$ cat src/rtl/alu_writeback_if.sv
// ALU-result input handshake and register-file write port of the writeback stage.
// The slave modport is the writeback stage; master is the ALU / register-file side.
interface alu_writeback_if #(
   parameter int RF_ADDR_W = 3
);
   logic                 in_valid;
   logic                 in_ready;
   logic [4:0]           in_op;
   logic                 in_size;
   logic [RF_ADDR_W-1:0] in_dst;
   logic                 in_dst_hi;
   logic                 in_cnt_zero;
   logic [15:0]          in_r;
   logic [5:0]           in_flags;
   logic                 rf_we;
   logic [RF_ADDR_W-1:0] rf_addr;
   logic [15:0]          rf_data;
   logic [1:0]           rf_be;
   logic                 rf_ready;

   modport slave (
      input  in_valid, in_op, in_size, in_dst, in_dst_hi, in_cnt_zero, in_r, in_flags, rf_ready,
      output in_ready, rf_we, rf_addr, rf_data, rf_be
   );

   modport master (
      output in_valid, in_op, in_size, in_dst, in_dst_hi, in_cnt_zero, in_r, in_flags, rf_ready,
      input  in_ready, rf_we, rf_addr, rf_data, rf_be
   );
endinterface

$ cat src/rtl/alu_writeback.sv
// ALU writeback stage: registers the result toward the register file with backpressure
// and maintains the architectural PSW (ALU flag policy, POPF load, CLC/STC/CMC).
module alu_writeback #(
   parameter int          RF_ADDR_W = 3,
   parameter logic [15:0] PSW_RESET = 16'hF002
) (
   input  logic               clk,
   input  logic               reset,
   alu_writeback_if.slave     bus,
   input  logic               psw_load,
   input  logic [15:0]        psw_din,
   input  logic [1:0]         cf_op,
   output logic [15:0]        psw
);
   localparam logic [4:0] OP_ADD = 5'd0,  OP_OR = 5'd1,   OP_ADDC = 5'd2,  OP_NEG = 5'd3;
   localparam logic [4:0] OP_AND = 5'd4,  OP_SUB = 5'd5,  OP_XOR = 5'd6,   OP_CMP = 5'd7;
   localparam logic [4:0] OP_ROL = 5'd8,  OP_ROR = 5'd9,  OP_ROLC = 5'd10, OP_RORC = 5'd11;
   localparam logic [4:0] OP_SHL = 5'd12, OP_SHR = 5'd13, OP_SHRA = 5'd14, OP_SHLA = 5'd15;
   localparam logic [4:0] OP_INC = 5'd16, OP_DEC = 5'd17;

   // Writable PSW bits; everything else is forced to the fixed pattern.
   localparam logic [15:0] PSW_MASK  = 16'h0FD5;
   localparam logic [15:0] PSW_FIXED = 16'hF002;

   localparam int P_CY = 0, P_P = 2, P_AC = 4, P_Z = 6, P_S = 7, P_V = 11;

   logic                 rf_we_q,   rf_we_d;
   logic [RF_ADDR_W-1:0] rf_addr_q, rf_addr_d;
   logic [15:0]          rf_data_q, rf_data_d;
   logic [1:0]           rf_be_q,   rf_be_d;
   logic [15:0]          psw_q,     psw_d;
   logic [15:0]          psw_n;
   logic                 accept;
   logic                 writes_rf;
   logic                 f_ac, f_cy, f_v, f_p, f_s, f_z;

   assign bus.in_ready = !rf_we_q || bus.rf_ready;
   assign accept       = bus.in_valid && bus.in_ready;
   assign writes_rf    = (bus.in_op != OP_CMP) && (bus.in_op <= OP_DEC);

   assign {f_z, f_s, f_p, f_v, f_cy, f_ac} = bus.in_flags;

   always_comb begin
      rf_we_d   = rf_we_q;
      rf_addr_d = rf_addr_q;
      rf_data_d = rf_data_q;
      rf_be_d   = rf_be_q;
      if (accept) begin
         rf_we_d = writes_rf;
         if (writes_rf) begin
            rf_addr_d = bus.in_dst;
            if (bus.in_size) begin
               rf_data_d = bus.in_r;
               rf_be_d   = 2'b11;
            end else begin
               rf_data_d = {bus.in_r[7:0], bus.in_r[7:0]};
               rf_be_d   = bus.in_dst_hi ? 2'b10 : 2'b01;
            end
         end
      end else if (bus.rf_ready) begin
         rf_we_d = 1'b0;
      end
   end

   // One PSW source per cycle: load beats ALU flags beats carry ops.
   always_comb begin
      psw_n = psw_q;
      if (psw_load) begin
         psw_n = psw_din;
      end else if (accept) begin
         unique case (bus.in_op)
            OP_ADD, OP_ADDC, OP_SUB, OP_NEG, OP_CMP: begin
               psw_n[P_AC] = f_ac; psw_n[P_CY] = f_cy; psw_n[P_V] = f_v;
               psw_n[P_P]  = f_p;  psw_n[P_S]  = f_s;  psw_n[P_Z] = f_z;
            end
            OP_OR, OP_AND, OP_XOR: begin
               psw_n[P_AC] = 1'b0; psw_n[P_CY] = 1'b0; psw_n[P_V] = 1'b0;
               psw_n[P_P]  = f_p;  psw_n[P_S]  = f_s;  psw_n[P_Z] = f_z;
            end
            OP_ROL, OP_ROR, OP_ROLC, OP_RORC: begin
               if (!bus.in_cnt_zero) begin
                  psw_n[P_CY] = f_cy; psw_n[P_V] = f_v;
               end
            end
            OP_SHL, OP_SHR, OP_SHRA, OP_SHLA: begin
               if (!bus.in_cnt_zero) begin
                  psw_n[P_CY] = f_cy; psw_n[P_V] = f_v;
                  psw_n[P_P]  = f_p;  psw_n[P_S] = f_s; psw_n[P_Z] = f_z;
               end
            end
            OP_INC, OP_DEC: begin
               psw_n[P_AC] = f_ac; psw_n[P_V] = f_v;
               psw_n[P_P]  = f_p;  psw_n[P_S] = f_s; psw_n[P_Z] = f_z;
            end
            default: ;
         endcase
      end else begin
         unique case (cf_op)
            2'b01:   psw_n[P_CY] = 1'b0;
            2'b10:   psw_n[P_CY] = 1'b1;
            2'b11:   psw_n[P_CY] = ~psw_q[P_CY];
            default: ;
         endcase
      end
      psw_d = (psw_n & PSW_MASK) | PSW_FIXED;
   end

   always_ff @(posedge clk) begin
      if (reset) begin
         rf_we_q   <= 1'b0;
         rf_addr_q <= '0;
         rf_data_q <= '0;
         rf_be_q   <= '0;
         psw_q     <= PSW_RESET;
      end else begin
         rf_we_q   <= rf_we_d;
         rf_addr_q <= rf_addr_d;
         rf_data_q <= rf_data_d;
         rf_be_q   <= rf_be_d;
         psw_q     <= psw_d;
      end
   end

   assign bus.rf_we   = rf_we_q;
   assign bus.rf_addr = rf_addr_q;
   assign bus.rf_data = rf_data_q;
   assign bus.rf_be   = rf_be_q;
   assign psw         = psw_q;
endmodule

$ cat src/flat_wrapper.sv
// flat-port wrapper written by rule: the top's interface ports become plain ports
module alu_writeback_flat 
#(
   parameter int          RF_ADDR_W = 3,
   parameter logic [15:0] PSW_RESET = 16'hF002
)
  (clk, reset, psw_load, psw_din, cf_op, psw, bus_in_valid, bus_in_op, bus_in_size, bus_in_dst, bus_in_dst_hi, bus_in_cnt_zero, bus_in_r, bus_in_flags, bus_rf_ready, bus_in_ready, bus_rf_we, bus_rf_addr, bus_rf_data, bus_rf_be);
  alu_writeback_if #(.RF_ADDR_W(RF_ADDR_W)) bus_i ();
  input  logic clk;
  input  logic reset;
  input  logic psw_load;
  input  logic [15:0] psw_din;
  input  logic [1:0] cf_op;
  output logic [15:0] psw;
  input wire logic [$bits(bus_i.in_valid)-1:0] bus_in_valid;
  input wire logic [$bits(bus_i.in_op)-1:0] bus_in_op;
  input wire logic [$bits(bus_i.in_size)-1:0] bus_in_size;
  input wire logic [$bits(bus_i.in_dst)-1:0] bus_in_dst;
  input wire logic [$bits(bus_i.in_dst_hi)-1:0] bus_in_dst_hi;
  input wire logic [$bits(bus_i.in_cnt_zero)-1:0] bus_in_cnt_zero;
  input wire logic [$bits(bus_i.in_r)-1:0] bus_in_r;
  input wire logic [$bits(bus_i.in_flags)-1:0] bus_in_flags;
  input wire logic [$bits(bus_i.rf_ready)-1:0] bus_rf_ready;
  output wire logic [$bits(bus_i.in_ready)-1:0] bus_in_ready;
  output wire logic [$bits(bus_i.rf_we)-1:0] bus_rf_we;
  output wire logic [$bits(bus_i.rf_addr)-1:0] bus_rf_addr;
  output wire logic [$bits(bus_i.rf_data)-1:0] bus_rf_data;
  output wire logic [$bits(bus_i.rf_be)-1:0] bus_rf_be;
  assign bus_i.in_valid = bus_in_valid;
  assign bus_i.in_op = bus_in_op;
  assign bus_i.in_size = bus_in_size;
  assign bus_i.in_dst = bus_in_dst;
  assign bus_i.in_dst_hi = bus_in_dst_hi;
  assign bus_i.in_cnt_zero = bus_in_cnt_zero;
  assign bus_i.in_r = bus_in_r;
  assign bus_i.in_flags = bus_in_flags;
  assign bus_i.rf_ready = bus_rf_ready;
  assign bus_in_ready = bus_i.in_ready;
  assign bus_rf_we = bus_i.rf_we;
  assign bus_rf_addr = bus_i.rf_addr;
  assign bus_rf_data = bus_i.rf_data;
  assign bus_rf_be = bus_i.rf_be;
  alu_writeback #(.RF_ADDR_W(RF_ADDR_W), .PSW_RESET(PSW_RESET)) u_core (.clk(clk), .reset(reset), .bus(bus_i), .psw_load(psw_load), .psw_din(psw_din), .cf_op(cf_op), .psw(psw));
endmodule
$ cat config.mk
export PLATFORM = sky130hd
export DESIGN_NAME = alu_writeback_flat
export DESIGN_NICKNAME = d
export VERILOG_FILES = /design/src/rtl/alu_writeback_if.sv /design/src/rtl/alu_writeback.sv /design/src/flat_wrapper.sv
export SDC_FILE = /design/constraint.sdc
export NUM_CORES = 1
export LEC_CHECK = 0
export ABC_AREA = 1
export ABC_CLOCK_PERIOD_IN_PS = 2490
export CELL_PAD_IN_SITES_DETAIL_PLACEMENT = 0
export CELL_PAD_IN_SITES_GLOBAL_PLACEMENT = 1
export CORE_UTILIZATION = 29
export DETAILED_ROUTE_END_ITERATION = 12
export GPL_ROUTABILITY_DRIVEN = 1
export PLACE_DENSITY_LB_ADDON = 0.1
export SYNTH_ARGS = -nofsm -noshare
export SYNTH_HDL_FRONTEND = slang
export SYNTH_SLANG_ARGS = --single-unit
$ cat constraint.sdc
create_clock -name clk -period 2.49 [get_ports clk]
set_clock_uncertainty 0.15 [all_clocks]
set_input_delay 0.747 -clock clk [delete_from_list [all_inputs] [get_ports clk]]
set_output_delay 0.747 -clock clk [all_outputs]
set_load 0.05 [all_outputs]
==> flow_summary_export.csv <==
group,metric,value,unit
drt,routed_via_density,4.22,
grt,grt_max_degree,34,
cts,clkLatencyLatePin,270,ps
grt,grt_pass1_wl,7160,um
logic_synthesis,synth_ff_type,"dfxtp_1",
drt,vias,1688,
critical_path,crit_arrival,1510,ps
pwr,max-vdd-ir-drop,0.318,mV
drt,dr.pass1.iters,3,
outcome,status,"finished, final reports clean",
grt,grt_use_total,13.9,%
drt,drt-initial-drc-count,23,
job,cap_violations,0,
finish,nets,380,
finish,area_growth,51.9,%
cts,post_cts_buffers,0,
grt,antenna_found_initial,0,
cts,clock_tree.root_cell,"clkbuf_8",
die,die_h,81.6,um
die,start_util,30.5,%
logic_synthesis,synth_area,1840,sq um
grt,grt_overflow,0,
sta,fmax,415,MHz
placement,hpwl,3250,um
grt,grt_pass1_vias,1606,
finish,layout-drive-gt1-share,21.5,%
finish,multi_input_area,956,sq um
logic_synthesis,yosysSeqAreaShare,33.8,%
min_path,hp-class,"flop to flop",
sta,finalCritPeriodShare,96.7,%
sta,setup_viol,0,
die,die-area,6660,sq um
cts,clock-sinks,31,
logic_synthesis,synth-edff-count,0,
critical_path,worstSetupEndpointType,"output port",
cts,h-tree-depth,2,
sta,hold_viol,0,
cts,cts_buffers,5,
sta,setup_ws,81.6,ps
pwr,internal_power,949,uW
drt,drtAntennaViolNets,0,
finish,seq_area,621,sq um
drt,drc,0,
drt,routed_wl,4290,um
drt,wl_per_cell,10.7,um
die,core,6030,sq um
sta,rsz0062_at_grt,"no",
sta,relSlewSlack,65.1,%
sta,tightest_slew,522,ps
die,io_pins,95,
sta,tns,0,ps
critical_path,critPathMaxFanout,3,
placement,pre_cts_slack,36.8,ps
cts,cts.clk_slew.worst_paths,60,ps
critical_path,criticalPathCategory,"primary input to output port",
critical_path,crit_required,1590,ps
finish,fillers,630,
pwr,sw_frac_of_total,35.4,%
pwr,share_comb_of_total_power,36.8,%
cts,cts_hold_buffers,0,
sta,maxSlewViolCount,0,
pwr,power.density,527,nW/um^2
sta,period_minus_slack,2410,ps
die,fp-row-count,28,
placement,place_congestion,0.755,
die,fp.dieW,81.6,um
cts,clockBufferDepth,2,
pwr,p_leak,1.16,nW
logic_synthesis,async_flop_share,0,%
pwr,clkPwrFrac,25.1,%
placement,io_buffers,80,
pwr,p_switching,521,uW
logic_synthesis,yosys.cell_types.count,31,
finish,antennaDiodeCount,0,
cts,cts_tree,"yes",
logic_synthesis,synth-seq-cells,31,
logic_synthesis,synth_warnings,0,
logic_synthesis,syn_avg_cell_area,7.69,sq um
logic_synthesis,synthesis.instances,239,
pwr,p_seq_share,38.1,%
cts,cts_resized,0,
critical_path,start_kind,"primary input",
final cells by class:
type,instances,area share (%)
well taps,75,3.36
clock inverters,1,0.179
repair buffers,88,32.1
clock buffers,7,2.74
inverters,38,5.11
multi-input cells,160,34.3
flip-flops and latches,31,22.2
stage by stage:
step | cell area, sq um | cells | power (mW) | hold slack [ps] | util [%]
after detailed placement | 2710 | 392 | 1.12 | 289 | 45.0
final | 2790 | 400 | 1.47 | 296 | 46.3
after global routing | 2790 | 400 | 1.57 | 318 | 46.3
after CTS | 2790 | 400 | 1.50 | 298 | 46.3
after global placement | 2710 | 392 | 1.12 | 288 | 45.0
after floorplan | 1860 | 244 | 0.927 | 511 | -
path summary, 6_finish.rpt:
kind | from | cells after the start | slack [ps] | end
worst max-delay path | bus_rf_ready | 4 | 80 | bus_in_ready
worst min-delay path | u_core.bus.rf_data[6] | 2 | 300 | u_core.bus.rf_data[6]
worst max register to register | u_core.bus.rf_we | 7 | 990 | u_core.bus.rf_data[10]
worst min register to register | u_core.bus.rf_data[6] | 2 | 300 | u_core.bus.rf_data[6]
registers in the layout (all words and copies together) (netlist names):
| signal | flops |
|---|---|
| u_core.bus.rf_addr | 3 |
| u_core.bus.rf_we | 1 |
| u_core.psw | 9 |
| u_core.bus.rf_data | 16 |
| u_core.bus.rf_be | 2 |
cell usage in the layout (no fill, tap or decap), types with 2 or more instances in the layout:
master,instances
nand3_2,2
nand2_1,47
o21ai_1,4
buf_4,6
conb_1,7
o21ai_0,2
nor2_1,28
clkbuf_8,5
clkbuf_1,2
inv_2,6
a21oi_1,2
clkdlybuf4s50_1,79
inv_1,32
nor2_4,2
nand2_2,2
nand3_1,8
mux2_1,8
dfxtp_1,31
a21oi_2,20
buf_12,3
o21ai_2,18
power groups by stage:
stage | Combinational, mW | Clock [mW] | Sequential [mW]
detailed placement | 0.546 | 0 | 0.571
CTS | 0.548 | 0.392 | 0.560
global placement | 0.546 | 0 | 0.570
global route | 0.584 | 0.417 | 0.565
floorplan | 0.213 | 0 | 0.713
finish | 0.541 | 0.369 | 0.559
critical path: stages:
cell and delay, ps:
clkdlybuf4s50_1 450, inv_1 30, nand2_1 120, buf_12 150
layer usage:
layer | up-vias | track usage, % | part of all wire [%]
met5 | - | 0 | 0
met4 | 0 | 4.91 | 1.4
met3 | 4 | 3.33 | 5.1
met2 | 45 | 23.2 | 47
met1 | 729 | 17.3 | 47
li1 | 910 | - | -
synth_stat cells, types with 2 or more instances:
master / number / area share, %
a21oi_1: 2 / 0.54
a21oi_2: 20 / 9.5
buf_12: 2 / 2.2
buf_2: 2 / 0.54
buf_4: 8 / 3.3
buf_6: 2 / 1.2
conb_1: 2 / 0.41
dfxtp_1: 31 / 34
inv_1: 32 / 6.5
inv_2: 6 / 1.2
mux2_1: 8 / 4.9
nand2_1: 47 / 9.6
nand2_2: 2 / 0.68
nand3_1: 8 / 2.2
nand3_2: 2 / 1.1
nor2_1: 28 / 5.7
nor2_4: 2 / 1.2
o21ai_0: 2 / 0.54
o21ai_1: 4 / 1.1
o21ai_2: 18 / 8.6
logic make-up (layout without fill, tap and decap cells):
kind of cell	count (synthesis)	after routing	synth area share [%]
AND/OR/NAND/NOR	97	97	24.3
flip-flops	31	31	33.8
other	2	7	0.409
AO/OA/AOI/OAI	48	48	21.4
multiplexers	8	8	4.90
buffers and inverters	53	134	15.2
No activity file was read; power rests on OpenSTA's default activity.
